$ cat config.mk
export PLATFORM = sky130hd
export DESIGN_NAME = averager_sequencer
export DESIGN_NICKNAME = d
export VERILOG_FILES = /design/src/rtl/averager_sequencer.sv
export SDC_FILE = /design/constraint.sdc
export NUM_CORES = 1
export LEC_CHECK = 0
export BUFFER_PORTS_ARGS = -buffer_cell sky130_fd_sc_hd__buf_4
export CORE_MARGIN = 3
export CORE_UTILIZATION = 55
export CTS_CLUSTER_DIAMETER = 200
export DETAILED_ROUTE_END_ITERATION = 8
export PLACE_DENSITY_LB_ADDON = 0.08
export SETUP_SLACK_MARGIN = 0.05
export SLEW_MARGIN = 20
export SYNTH_ARGS = -nofsm -noshare
export SYNTH_HDL_FRONTEND = slang
export SYNTH_SLANG_ARGS = --single-unit
$ cat constraint.sdc
create_clock -name clk -period 6.92 [get_ports clk]
set_input_delay 0 -clock clk [delete_from_list [all_inputs] [get_ports clk]]
set_output_delay 0 -clock clk [all_outputs]
set_load 0.1 [all_outputs]
$ cat src/rtl/averager_sequencer.sv
// averager_sequencer
// Run controller for the averaging core. It arms the averager with a
// one-cycle restart, gates the ADC sample-valid stream into it while
// accumulating, freezes the result once the host-programmed number of
// averages has been reached, and waits for the host to acknowledge readout.
// A watchdog aborts runs that stall, and completed acquisitions are counted.
// Every output comes straight from a flip-flop so the host register bank and
// the averager see glitch-free, cycle-aligned control.

module averager_sequencer #(
    parameter int WIDTH    = 8,
    parameter int N_WIDTH  = 24,
    parameter int TO_WIDTH = 32
) (
    input  logic                clk,
    input  logic                rst,
    input  logic                start,
    input  logic                stop,
    input  logic                continuous,
    input  logic [N_WIDTH-1:0]  n_target,
    input  logic [TO_WIDTH-1:0] timeout,
    input  logic                ack,
    input  logic                tvalid_in,
    input  logic [N_WIDTH-1:0]  n_avg,
    input  logic                avg_ready,
    output logic                tvalid_out,
    output logic                restart,
    output logic                busy,
    output logic                done,
    output logic                timed_out,
    output logic [15:0]         acq_count,
    output logic [2:0]          state
);

    // The averager's completed-average counter is 32-WIDTH bits wide, so the
    // target and n_avg buses must match it exactly.
    localparam int AVG_N_WIDTH = 32 - WIDTH;

    generate
        if (N_WIDTH != AVG_N_WIDTH) begin : g_width_check
            $error("averager_sequencer: N_WIDTH must equal 32-WIDTH");
        end
    endgenerate

    // State encodings are visible on the debug port, so they are fixed values.
    localparam logic [2:0] ST_IDLE   = 3'd0;
    localparam logic [2:0] ST_ARM    = 3'd1;
    localparam logic [2:0] ST_SETTLE = 3'd2;
    localparam logic [2:0] ST_ACCUM  = 3'd3;
    localparam logic [2:0] ST_DONE   = 3'd4;

    localparam logic [N_WIDTH-1:0]  TARGET_ONE = {{(N_WIDTH-1){1'b0}}, 1'b1};
    localparam logic [TO_WIDTH-1:0] TO_ONE     = {{(TO_WIDTH-1){1'b0}}, 1'b1};
    localparam logic [TO_WIDTH-1:0] TO_ZERO    = '0;
    localparam logic [15:0]         ACQ_ONE    = 16'd1;

    logic [2:0]          state_next;
    logic [N_WIDTH-1:0]  target;
    logic [TO_WIDTH-1:0] wd_count;
    logic                wd_active;
    logic                wd_trip;
    logic                accum_exit;
    logic                entering_settle;
    logic                entering_done;
    logic                start_accepted;

    // Watchdog and exit qualifiers. The watchdog trips on the cycle that
    // completes the programmed number of SETTLE/ACCUM cycles, so the abort is
    // visible exactly 'timeout' cycles after SETTLE was entered.
    always_comb begin
        wd_active       = (state == ST_SETTLE) || (state == ST_ACCUM);
        wd_trip         = wd_active && (timeout != TO_ZERO) &&
                          (wd_count >= (timeout - TO_ONE));
        accum_exit      = (n_avg >= target) && avg_ready;
        start_accepted  = (state == ST_IDLE) && start && !stop;
    end

    // Next-state selection: stop overrides everything, the watchdog overrides
    // the normal handshakes, and start/ack are only honoured in their own
    // states.
    always_comb begin
        state_next = state;
        if (stop) begin
            state_next = ST_IDLE;
        end else if (wd_trip) begin
            state_next = ST_IDLE;
        end else begin
            case (state)
                ST_IDLE: begin
                    if (start) begin
                        state_next = ST_ARM;
                    end
                end
                ST_ARM: begin
                    state_next = ST_SETTLE;
                end
                ST_SETTLE: begin
                    if (n_avg == '0) begin
                        state_next = ST_ACCUM;
                    end
                end
                ST_ACCUM: begin
                    if (accum_exit) begin
                        state_next = ST_DONE;
                    end
                end
                ST_DONE: begin
                    if (ack) begin
                        state_next = continuous ? ST_ARM : ST_IDLE;
                    end
                end
                default: begin
                    state_next = ST_IDLE;
                end
            endcase
        end
    end

    // Transition markers used by the counters below.
    always_comb begin
        entering_settle = (state_next == ST_SETTLE) && (state != ST_SETTLE);
        entering_done   = (state_next == ST_DONE) && (state != ST_DONE);
    end

    // State register.
    always_ff @(posedge clk) begin
        if (rst) begin
            state <= ST_IDLE;
        end else begin
            state <= state_next;
        end
    end

    // Capture the averaging target while arming so host writes during a run
    // only affect the next acquisition; a target of zero means one average.
    always_ff @(posedge clk) begin
        if (rst) begin
            target <= TARGET_ONE;
        end else if (state == ST_ARM) begin
            target <= (n_target == '0) ? TARGET_ONE : n_target;
        end
    end

    // Watchdog cycle counter: cleared when SETTLE is entered, then counts
    // every SETTLE/ACCUM cycle and sticks at its maximum value.
    always_ff @(posedge clk) begin
        if (rst) begin
            wd_count <= '0;
        end else if (entering_settle) begin
            wd_count <= '0;
        end else if (wd_active && (wd_count != '1)) begin
            wd_count <= wd_count + TO_ONE;
        end
    end

    // Restart is issued for the single ARM cycle; it is derived from the next
    // state so it lines up with the ARM state itself.
    always_ff @(posedge clk) begin
        if (rst) begin
            restart <= 1'b0;
        end else begin
            restart <= (state_next == ST_ARM);
        end
    end

    // Sample-valid gate: pass tvalid_in with one cycle of latency only while
    // the sequencer stays in ACCUM, so the buffer freezes the moment DONE,
    // stop or a watchdog abort is taken.
    always_ff @(posedge clk) begin
        if (rst) begin
            tvalid_out <= 1'b0;
        end else begin
            tvalid_out <= (state == ST_ACCUM) && (state_next == ST_ACCUM) && tvalid_in;
        end
    end

    // Host status flags follow the state the sequencer is moving into.
    always_ff @(posedge clk) begin
        if (rst) begin
            busy <= 1'b0;
            done <= 1'b0;
        end else begin
            busy <= (state_next != ST_IDLE);
            done <= (state_next == ST_DONE);
        end
    end

    // Sticky watchdog flag: set on an abort, cleared only by an accepted start.
    always_ff @(posedge clk) begin
        if (rst) begin
            timed_out <= 1'b0;
        end else if (start_accepted) begin
            timed_out <= 1'b0;
        end else if (!stop && wd_trip) begin
            timed_out <= 1'b1;
        end
    end

    // Completed-acquisition counter, bumped once per DONE entry; it wraps
    // naturally at 16 bits.
    always_ff @(posedge clk) begin
        if (rst) begin
            acq_count <= '0;
        end else if (entering_done) begin
            acq_count <= acq_count + ACQ_ONE;
        end
    end

endmodule

==> results of run 1 <==
-- power breakdown --
group | internal (W) | leakage, nW | switching (W) | total (W)
Combinational | 0.0000775 | 1.93 | 0.0000815 | 0.000159
Clock | 0.000138 | 0.0899 | 0.000199 | 0.000337
Sequential | 0.000466 | 0.646 | 0.00000407 | 0.000470
-- critical path: stages --
cell,delay (ns)
buf_4,0.13
or4_1,0.55
nor3_1,0.20
nand2_1,0.12
or3_1,0.47
or4_1,0.62
nor3_1,0.23
xnor2_1,0.15
ha_1,0.26
a41oi_1,0.18
o21ai_0,0.14
a2111o_1,0.45
nor4_1,0.42
nor3_2,0.06
buf_4,0.23
or3_1,0.42
nor3_1,0.18
dlygate4sd3_1,0.57
-- what timing repair did --
item / CTS / global route
hold buffers: 28 / 0
hold endpoints to repair: 26 / 0
gates resized for setup: 0 / 0
-- flip-flops by register name, summed over array words and instances, names as in the netlist --
signal / count
target: 24
done: 1
busy: 1
state: 3
tvalid_out: 1
restart: 1
wd_count: 32
acq_count: 16
timed_out: 1
-- metal layers --
metal / vias to the layer above / share of wire / track usage
met5: - / 0 / 0
met4: 0 / 0.018 / 0.0786
met3: 27 / 0.060 / 0.0429
met2: 207 / 0.50 / 0.497
met1: 2649 / 0.42 / 0.325
li1: 2759 / - / -
-- area by class of cell --
class / instances / area, sq um / share of cell area
Sequential cell: 80 / 1600 / 0.234
Tap cell: 129 / 161 / 0.0236
Clock buffer: 9 / 124 / 0.0181
Clock inverter: 7 / 63.8 / 0.00932
Timing Repair Buffer: 142 / 1140 / 0.166
Multi-Input combinational cell: 540 / 3620 / 0.528
Inverter: 38 / 143 / 0.0208
-- kinds of logic after synthesis --
| group | count (synthesis) |
|---|---|
| compound gates | 118 |
| xor+xnor | 57 |
| fa+ha+maj | 59 |
| buf+inv | 65 |
| flops | 80 |
| mux | 4 |
| simple gates | 302 |
-- metrics by stage --
step	area, sq um	worst slack [ns]	hold WS (ns)	power [W]	std cells
detailed placement	6380	1.76	0.219	0.000624	901
global route	6850	1.50	0.125	0.00100	945
finish	6850	1.79	0.0797	0.000966	945
floorplan	5460	2.42	0.110	0.000553	685
global placement	6380	1.84	0.210	0.000618	901
CTS	6850	1.83	0.0530	0.000965	945
-- worst max path at each step --
| stage | to | slack [ns] |
|---|---|---|
| floorplan | acq_count[6] | 2.42 |
| global placement | wd_count[11] | 1.84 |
| detailed placement | wd_count[11] | 1.76 |
| CTS | tvalid_out | 1.83 |
| global route | tvalid_out | 1.50 |
| finish | tvalid_out | 1.79 |
-- placed cells by master, fill, tap and decap left out, drive strengths merged, types with 19 or more instances in the layout --
cell type and instances:
a21oi 59, xor2 19, nand3 25, nand2 73, or4 19, nor4 27
buf 114, nor2 40, nor3 44, dlygate4sd3 28, o21ai 19, inv 41
dfxtp 80, xnor2 38, ha 59
==> results.py, run 1 <==
metrics = {
    "routing": {
        "first_pass_iters": 5,
        "vias": 5642,
        "wire_per_inst_um": 16.1,
        "via_per_inst": 5.97,
        "remaining_drc_errors": 0,
        "ant_nets": 0,
        "wirelength_um": 15200,
        "drt_iter0_markers": 283,
    },
    "timing": {
        "finalSetupViolCount": 0,
        "worst_pin_slew_ns": 0.826,
        "period_share": 0.742,
        "finalMaxSlewViolations": 0,
        "fin_crit_ns": 5.13,
        "maxSlewHeadroom": 0.450,
        "fmax_ghz": 0.195,
        "fin_worst_skew_ns": 0.0116,
        "fin_setup_tns_ns": 0,
        "hold_violations": 0,
        "rsz0062_at_grt": "false",
    },
    "clock_network": {
        "cts_setup_buffers": 0,
        "clock-sinks": 80,
        "cts_tree": "yes",
        "cts_buffers": 9,
        "h-tree-depth": 3,
        "clk_latency_ns": 0.36,
        "clkSlewWorstSetupHoldPaths_ns": 0.09,
        "clk_path_buf_depth": 2,
        "cts-root-buf": "clkbuf_8",
    },
    "critical_path": {
        "reg2reg_slack_ns": 3.42,
        "end_kind": "flip-flop",
        "cp.required_ns": 7.23,
        "path_class": "primary input to flip-flop",
        "worst_ep_arrival_time_ns": 5.44,
        "r2r-start": "wd_count[26]",
        "reg2reg_to": "tvalid_out",
        "start_kind": "primary input",
        "startpoint": "timeout[4]",
        "worstRegToRegCells": 10,
        "cp_max_fo": 31,
    },
    "global_routing": {
        "grt_pass1_vias": 5500,
        "grt_max_degree": 79,
        "overflow": 0,
        "antenna_found_initial": 0,
        "grt_usage": 0.271,
        "grt_pass1_wl_um": 25300,
    },
    "flow_run": {
        "max_cap_viol_count": 0,
    },
    "logic_synthesis": {
        "synthXorXnorAreaFrac": 0.0914,
        "yosys-mux-area-fraction": 0.00801,
        "yosys.area.top_type": "dfxtp_1",
        "synth_top_family_by_area": "simple AND/OR/NAND/NOR gates",
        "yosysMostFrequentCell": "dfxtp_1",
        "synth_area_leaders": "dfxtp_1 29%, ha_1 14%, xnor2_1 6.1%",
        "synth_adder_area_share": 0.135,
        "yosysSeqAreaShare": 0.293,
        "ys_warn_count": 0,
        "ys_ff_latch": 80,
        "synth_edf_count": 0,
        "syn_area_per_cell_sq_um": 7.98,
        "synth_compound_area_frac": 0.131,
        "synth_top_area_frac": 0.293,
        "synth_flop_cell": "dfxtp_1",
        "synth_area_sq_mm": 0.00546,
        "synth-async-reset-ratio": 0,
        "synthCells": 685,
        "yosys.area_share.simple": 0.294,
        "synthDistinctLibCells": 54,
        "synthesis.nets": 832,
        "synthTopCellsByCount": "80 x dfxtp_1, 73 x nand2_1, 59 x a21oi_1, 59 x ha_1, 43 x nor3_1",
    },
    "layout": {
        "fill_cells": 780,
        "num_antenna_cells": 0,
        "drive_gt1_frac": 0.172,
        "fin_nets": 958,
        "areaGrowthSynthToFinish_pct": 25.3,
        "final_util": 0.724,
    },
    "power_and_ir_drop": {
        "p_leak_nw": 2.67,
        "p_per_area_mw_per_mm2": 141,
        "ir_drop_uv": 92.2,
    },
    "hold_path": {
        "holdPathStages": 5,
        "min_from": "avg_ready",
        "min_path_type": "primary input to flip-flop",
        "holdPathEnd": "acq_count[1]",
    },
    "floorplan": {
        "die_area_sq_mm": 0.0112,
        "core_sq_mm": 0.00946,
        "fp.dieH_um": 106,
        "ios": 112,
        "die_w_um": 106,
        "rows": 35,
        "start_util": 0.578,
    },
    "placement": {
        "dp_hpwl_um": 10900,
        "place_congestion": 0.856,
        "port_buffers": 111,
    },
    "status": {
        "outcome": "completed",
    },
}
Power figures use the tool's default switching activity.
==> run 2, diff against run 1 <==
- CORE_UTILIZATION: 55 -> 51
- clock period: 6.92 -> 4.3 ns (I/O delays scaled with it)
==> results.py, run 2 (synthesis results as in run 1) <==
metrics = {
    "timing": {
        "fin_crit_ns": 4.07,
        "fmax_ghz": 0.246,
        "maxSlewHeadroom": 0.452,
        "hold_violations": 0,
        "fin_setup_tns_ns": 0,
        "period_share": 0.946,
        "worst_pin_slew_ns": 0.822,
        "fin_worst_skew_ns": 0.0210,
        "rsz0062_at_grt": "false",
        "hold-worst-slack_ns": 0.138,
        "finalMaxSlewViolations": 0,
        "finalSetupViolCount": 0,
        "finalWorstSetupSlack_ns": 0.233,
    },
    "layout": {
        "drive_gt1_frac": 0.205,
        "reg.largest.list": "wd_count (32), target (24), acq_count (16)",
        "final_common_cell": "buf_4",
        "fin_nets": 978,
        "regMostFlops": "wd_count",
        "final_cell_mix": "132 x buf_4, 80 x dfxtp_1, 72 x nand2_1, 59 x a21oi_1, 59 x ha_1",
        "num_antenna_cells": 0,
        "largest_reg_flops": 32,
        "areaGrowthSynthToFinish_pct": 30.4,
        "stdcell_count": 972,
    },
    "clock_network": {
        "clk_path_buf_depth": 2,
        "clock-sinks": 80,
        "clk_latency_ns": 0.37,
        "h-tree-depth": 3,
        "cts_setup_buffers": 0,
        "clkSlewWorstSetupHoldPaths_ns": 0.11,
        "cts_buffers": 9,
        "cts-root-buf": "clkbuf_8",
        "cts_tree": "yes",
    },
    "placement": {
        "dp_hpwl_um": 11000,
        "dp.cells": 928,
        "dp_slack_ns": -0.343,
        "place_congestion": 0.849,
        "port_buffers": 111,
    },
    "critical_path": {
        "path_class": "primary input to flip-flop",
        "path_cells": "buf_4, or4_4, nor3_4, nand2_2, or3_4, or4_4, nor4_4, xnor2_1, ha_1, and4_1, a2111o_1, nor4_2, nor3_2, buf_12, or4_1, a21oi_1",
        "cpMaxStageDelayCell": "or4_4",
        "start_kind": "primary input",
        "cp_max_fo": 27,
        "cp.required_ns": 4.61,
        "critical_path_buf_inv_count": 2,
        "cp_common_cell": "or4_4",
        "path_delay_family": "simple AND/OR/NAND/NOR gates",
        "worst_ep_arrival_time_ns": 4.38,
        "critPathMaxStageDelay_ns": 0.55,
        "end_kind": "flip-flop",
    },
    "routing": {
        "remaining_drc_errors": 0,
        "wirelength_um": 14800,
        "first_pass_iters": 6,
        "ant_nets": 0,
        "drt_iter0_markers": 250,
        "via_per_inst": 5.71,
        "wire_per_inst_um": 15.2,
        "vias": 5553,
    },
    "floorplan": {
        "die_area_sq_mm": 0.0120,
        "core_sq_mm": 0.0104,
        "start_util": 0.527,
        "die_w_um": 110,
        "rows": 37,
        "fp.dieH_um": 110,
        "ios": 112,
    },
    "global_routing": {
        "grt_pass1_vias": 5169,
        "grt_usage": 0.242,
        "overflow": 0,
        "antenna_found_initial": 0,
        "grt_max_degree": 79,
        "grt_pass1_wl_um": 23300,
    },
    "power_and_ir_drop": {
        "ir_drop_uv": 203,
        "p_leak_nw": 2.80,
        "p_per_area_mw_per_mm2": 228,
        "power_w": 0.00163,
    },
    "flow_run": {
        "max_cap_viol_count": 0,
    },
    "status": {
        "outcome": "completed",
    },
    "hold_path": {
        "min_path_type": "primary input to flip-flop",
    },
}
-- run 2: routing by layer --
layer	routed length, um	vias up	track usage
li1	-	2797	-
met2	7350	142	0.436
met5	0	-	0
met3	750	29	0.0399
met4	403	0	0.0944
met1	6260	2585	0.285
-- run 2: through the flow --
step                instance area (sq um)  utilization
global route                         7130        0.687
CTS                                  7120        0.686
finish                               7130        0.687
global placement                     6620        0.639
floorplan                            5530            -
detailed placement                   6620        0.639
-- run 2: cell type report --
class	instances	area [sq um]
timing repair buffer	162	1310
clock inverter	7	87.6
clock buffer	9	124
multi-input combinational	540	3690
inverter	38	143
sequential	80	1600
tap	136	170
fill	867	3240
-- run 2: final timing paths --
kind                            startpoint       endpoint  slack, ns  cells after the start
worst max-delay path            timeout[4]  acq_count[15]       0.23                     16
worst min-delay path                   ack       state[2]       0.14                      5
worst max register to register  target[23]   wd_count[11]       0.96                     10
worst min register to register  target[22]     target[22]       0.46                      2
-- run 2: where the power goes --
group | internal (W) | leakage, nW | switching [W] | total, W
registers | 0.000750 | 0.646 | 0.00000593 | 0.000756
clock network | 0.000283 | 0.108 | 0.000319 | 0.000602
logic | 0.000134 | 2.05 | 0.000134 | 0.000267
-- run 2: what timing repair did --
action,in CTS,in global routing
cloned,0,0
hold buffers,28,0
hold endpoints to repair,26,0
pin swaps,0,2
resized for setup,1,2
endpoints found under the setup margin,4,14
-- run 2: worst min-delay path: stages --
cell and delay [ns]:
buf_4 0.09, inv_1 0.03, nand4_1 0.11, and2_1 0.18, nor2_1 0.05
==> run 3, diff against run 2 <==
- PLACE_DENSITY: unset -> 0.79
- PLACE_DENSITY_LB_ADDON: 0.08 -> unset
==> results.py, run 3 (synthesis results as in run 1) <==
metrics = {
    "timing": {
        "finalMaxSlewViolations": 0,
        "hold-worst-slack_ns": 0.152,
        "fin_worst_skew_ns": 0.0150,
        "rsz0062_at_grt": "false",
        "finalWorstSetupSlack_ns": 0.213,
        "fmax_ghz": 0.245,
        "fin_setup_tns_ns": 0,
        "maxSlewHeadroom": 0.446,
        "finalSetupViolCount": 0,
        "period_share": 0.950,
        "hold_violations": 0,
        "worst_pin_slew_ns": 0.831,
        "fin_crit_ns": 4.09,
    },
    "power_and_ir_drop": {
        "ir_drop_uv": 187,
        "p_leak_nw": 2.80,
        "p_per_area_mw_per_mm2": 222,
        "power_w": 0.00158,
    },
    "global_routing": {
        "grt_usage": 0.255,
        "grt_pass1_vias": 5517,
        "grt_pass1_wl_um": 24800,
        "overflow": 0,
        "antenna_found_initial": 1,
        "grt_max_degree": 79,
    },
    "floorplan": {
        "fp.dieH_um": 110,
        "die_area_sq_mm": 0.0120,
        "ios": 112,
        "core_sq_mm": 0.0104,
        "die_w_um": 110,
        "rows": 37,
        "start_util": 0.527,
    },
    "critical_path": {
        "end_kind": "flip-flop",
        "path_class": "primary input to flip-flop",
        "path_cells": "buf_4, or4_4, nor3_4, nand2_1, or3_4, or4_4, nor3_2, xnor2_1, ha_1, a41oi_2, o21ai_1, a2111o_1, nor4_4, nor3_2, buf_12, nor4_2, mux2_1",
        "worst_ep_arrival_time_ns": 4.33,
        "cp.required_ns": 4.55,
        "startpoint": "timeout[4]",
        "start_kind": "primary input",
        "critPathMaxStageDelay_ns": 0.55,
        "r2r-start": "target[23]",
        "cpMaxStageDelayCell": "or4_4",
        "cp_max_fo": 26,
    },
    "layout": {
        "fill_cells": 825,
        "regArea_sq_mm": 0.00160,
        "areaGrowthSynthToFinish_pct": 30.8,
        "final_cell_mix": "133 x buf_4, 80 x dfxtp_1, 73 x nand2_1, 59 x ha_1, 57 x a21oi_1",
        "multi_input_area_sq_mm": 0.00372,
        "stdcell_count": 974,
        "fin_nets": 979,
        "largest_reg_flops": 32,
        "final_common_cell": "buf_4",
        "reg.largest.list": "wd_count (32), target (24), acq_count (16)",
        "drive_gt1_frac": 0.209,
        "regMostFlops": "wd_count",
    },
    "status": {
        "outcome": "completed",
    },
    "hold_path": {
        "min_from": "ack",
        "min_path_type": "primary input to flip-flop",
    },
    "routing": {
        "vias": 5597,
        "remaining_drc_errors": 0,
        "ant_nets": 0,
        "wirelength_um": 15100,
        "first_pass_iters": 4,
        "wire_per_inst_um": 15.5,
        "via_per_inst": 5.75,
        "drt_iter0_markers": 297,
    },
    "placement": {
        "dp_hpwl_um": 11000,
        "port_buffers": 111,
        "dp.cells": 929,
        "dp_slack_ns": -0.409,
        "place_congestion": 0.846,
    },
    "clock_network": {
        "cts-root-buf": "clkbuf_8",
        "cts_buffers": 9,
        "clk_latency_ns": 0.36,
        "clock-sinks": 80,
        "h-tree-depth": 3,
        "clkSlewWorstSetupHoldPaths_ns": 0.09,
        "cts_tree": "yes",
        "clk_path_buf_depth": 2,
    },
    "flow_run": {
        "max_cap_viol_count": 0,
    },
}
-- run 3: cell count changes in the layout (fill, tap and decap cells not counted), moves of 2 or more --
cell / previous run / this run
clkinv_2: 0 / 2
nor2_1: 40 / 38
nor2_2: 0 / 2
inv_8: 2 / 0
a21oi_2: 0 / 2
a21oi_1: 59 / 57
inv_6: 2 / 0
-- run 3: path summary, 6_finish.rpt --
path                         to  slack [ns]  cells past startpoint
setup reg to reg   wd_count[11]        0.95                     10
setup / recovery  acq_count[10]        0.21                     17
hold / removal         state[2]        0.15                      5
hold reg to reg      target[17]        0.46                      2
-- run 3: timing repair --
item / 4_1_cts / 5_1_grt
setup buffers: 0 / 0
endpoints found under the setup margin: 13 / 49
endpoints found under the hold margin: 26 / 0
pin swaps: 0 / 4
hold buffers: 28 / 0
resized for setup: 1 / 7
-- run 3: metrics by stage --
step / util / instance area [sq um]
2_1_floorplan: - / 5530
3_3_place_gp: 0.639 / 6630
3_5_place_dp: 0.639 / 6630
4_1_cts: 0.686 / 7110
5_1_grt: 0.689 / 7150
6_report: 0.689 / 7150
-- run 3: critical path, delay by kind of cell --
kind                       cells  cell delay, ns
xor gates and xnor gates       1            0.14
buffers and inverters          2            0.28
AOI/OAI and AO/OA              3            0.73
and+or+nand+nor                9            2.54
muxes                          1            0.36
adders and majority gates      1            0.28
-- run 3: report_power, final --
group / internal (W) / switching (W)
clock network: 0.000283 / 0.000274
registers: 0.000750 / 0.00000611
logic: 0.000135 / 0.000136
total: 0.00117 / 0.000416
-- run 3: layout make-up --
cell class,count,area share
clock buffer,11,0.0198
tap,136,0.0238
antenna,1,0.000350
multi-input combinational,540,0.520
sequential,80,0.224
clock inverter,5,0.00788
timing repair buffer,163,0.184
inverter,38,0.0200
-- run 3: layer usage --
| metal | GRT usage | share of wire | up-vias | routed length [um] |
|---|---|---|---|---|
| met1 | 0.298 | 0.42 | 2628 | 6360 |
| met4 | 0.0944 | 0.020 | 0 | 300 |
| met2 | 0.473 | 0.51 | 147 | 7720 |
| met3 | 0.0299 | 0.046 | 26 | 691 |
| li1 | - | - | 2796 | - |
| met5 | 0 | 0 | - | 0 |
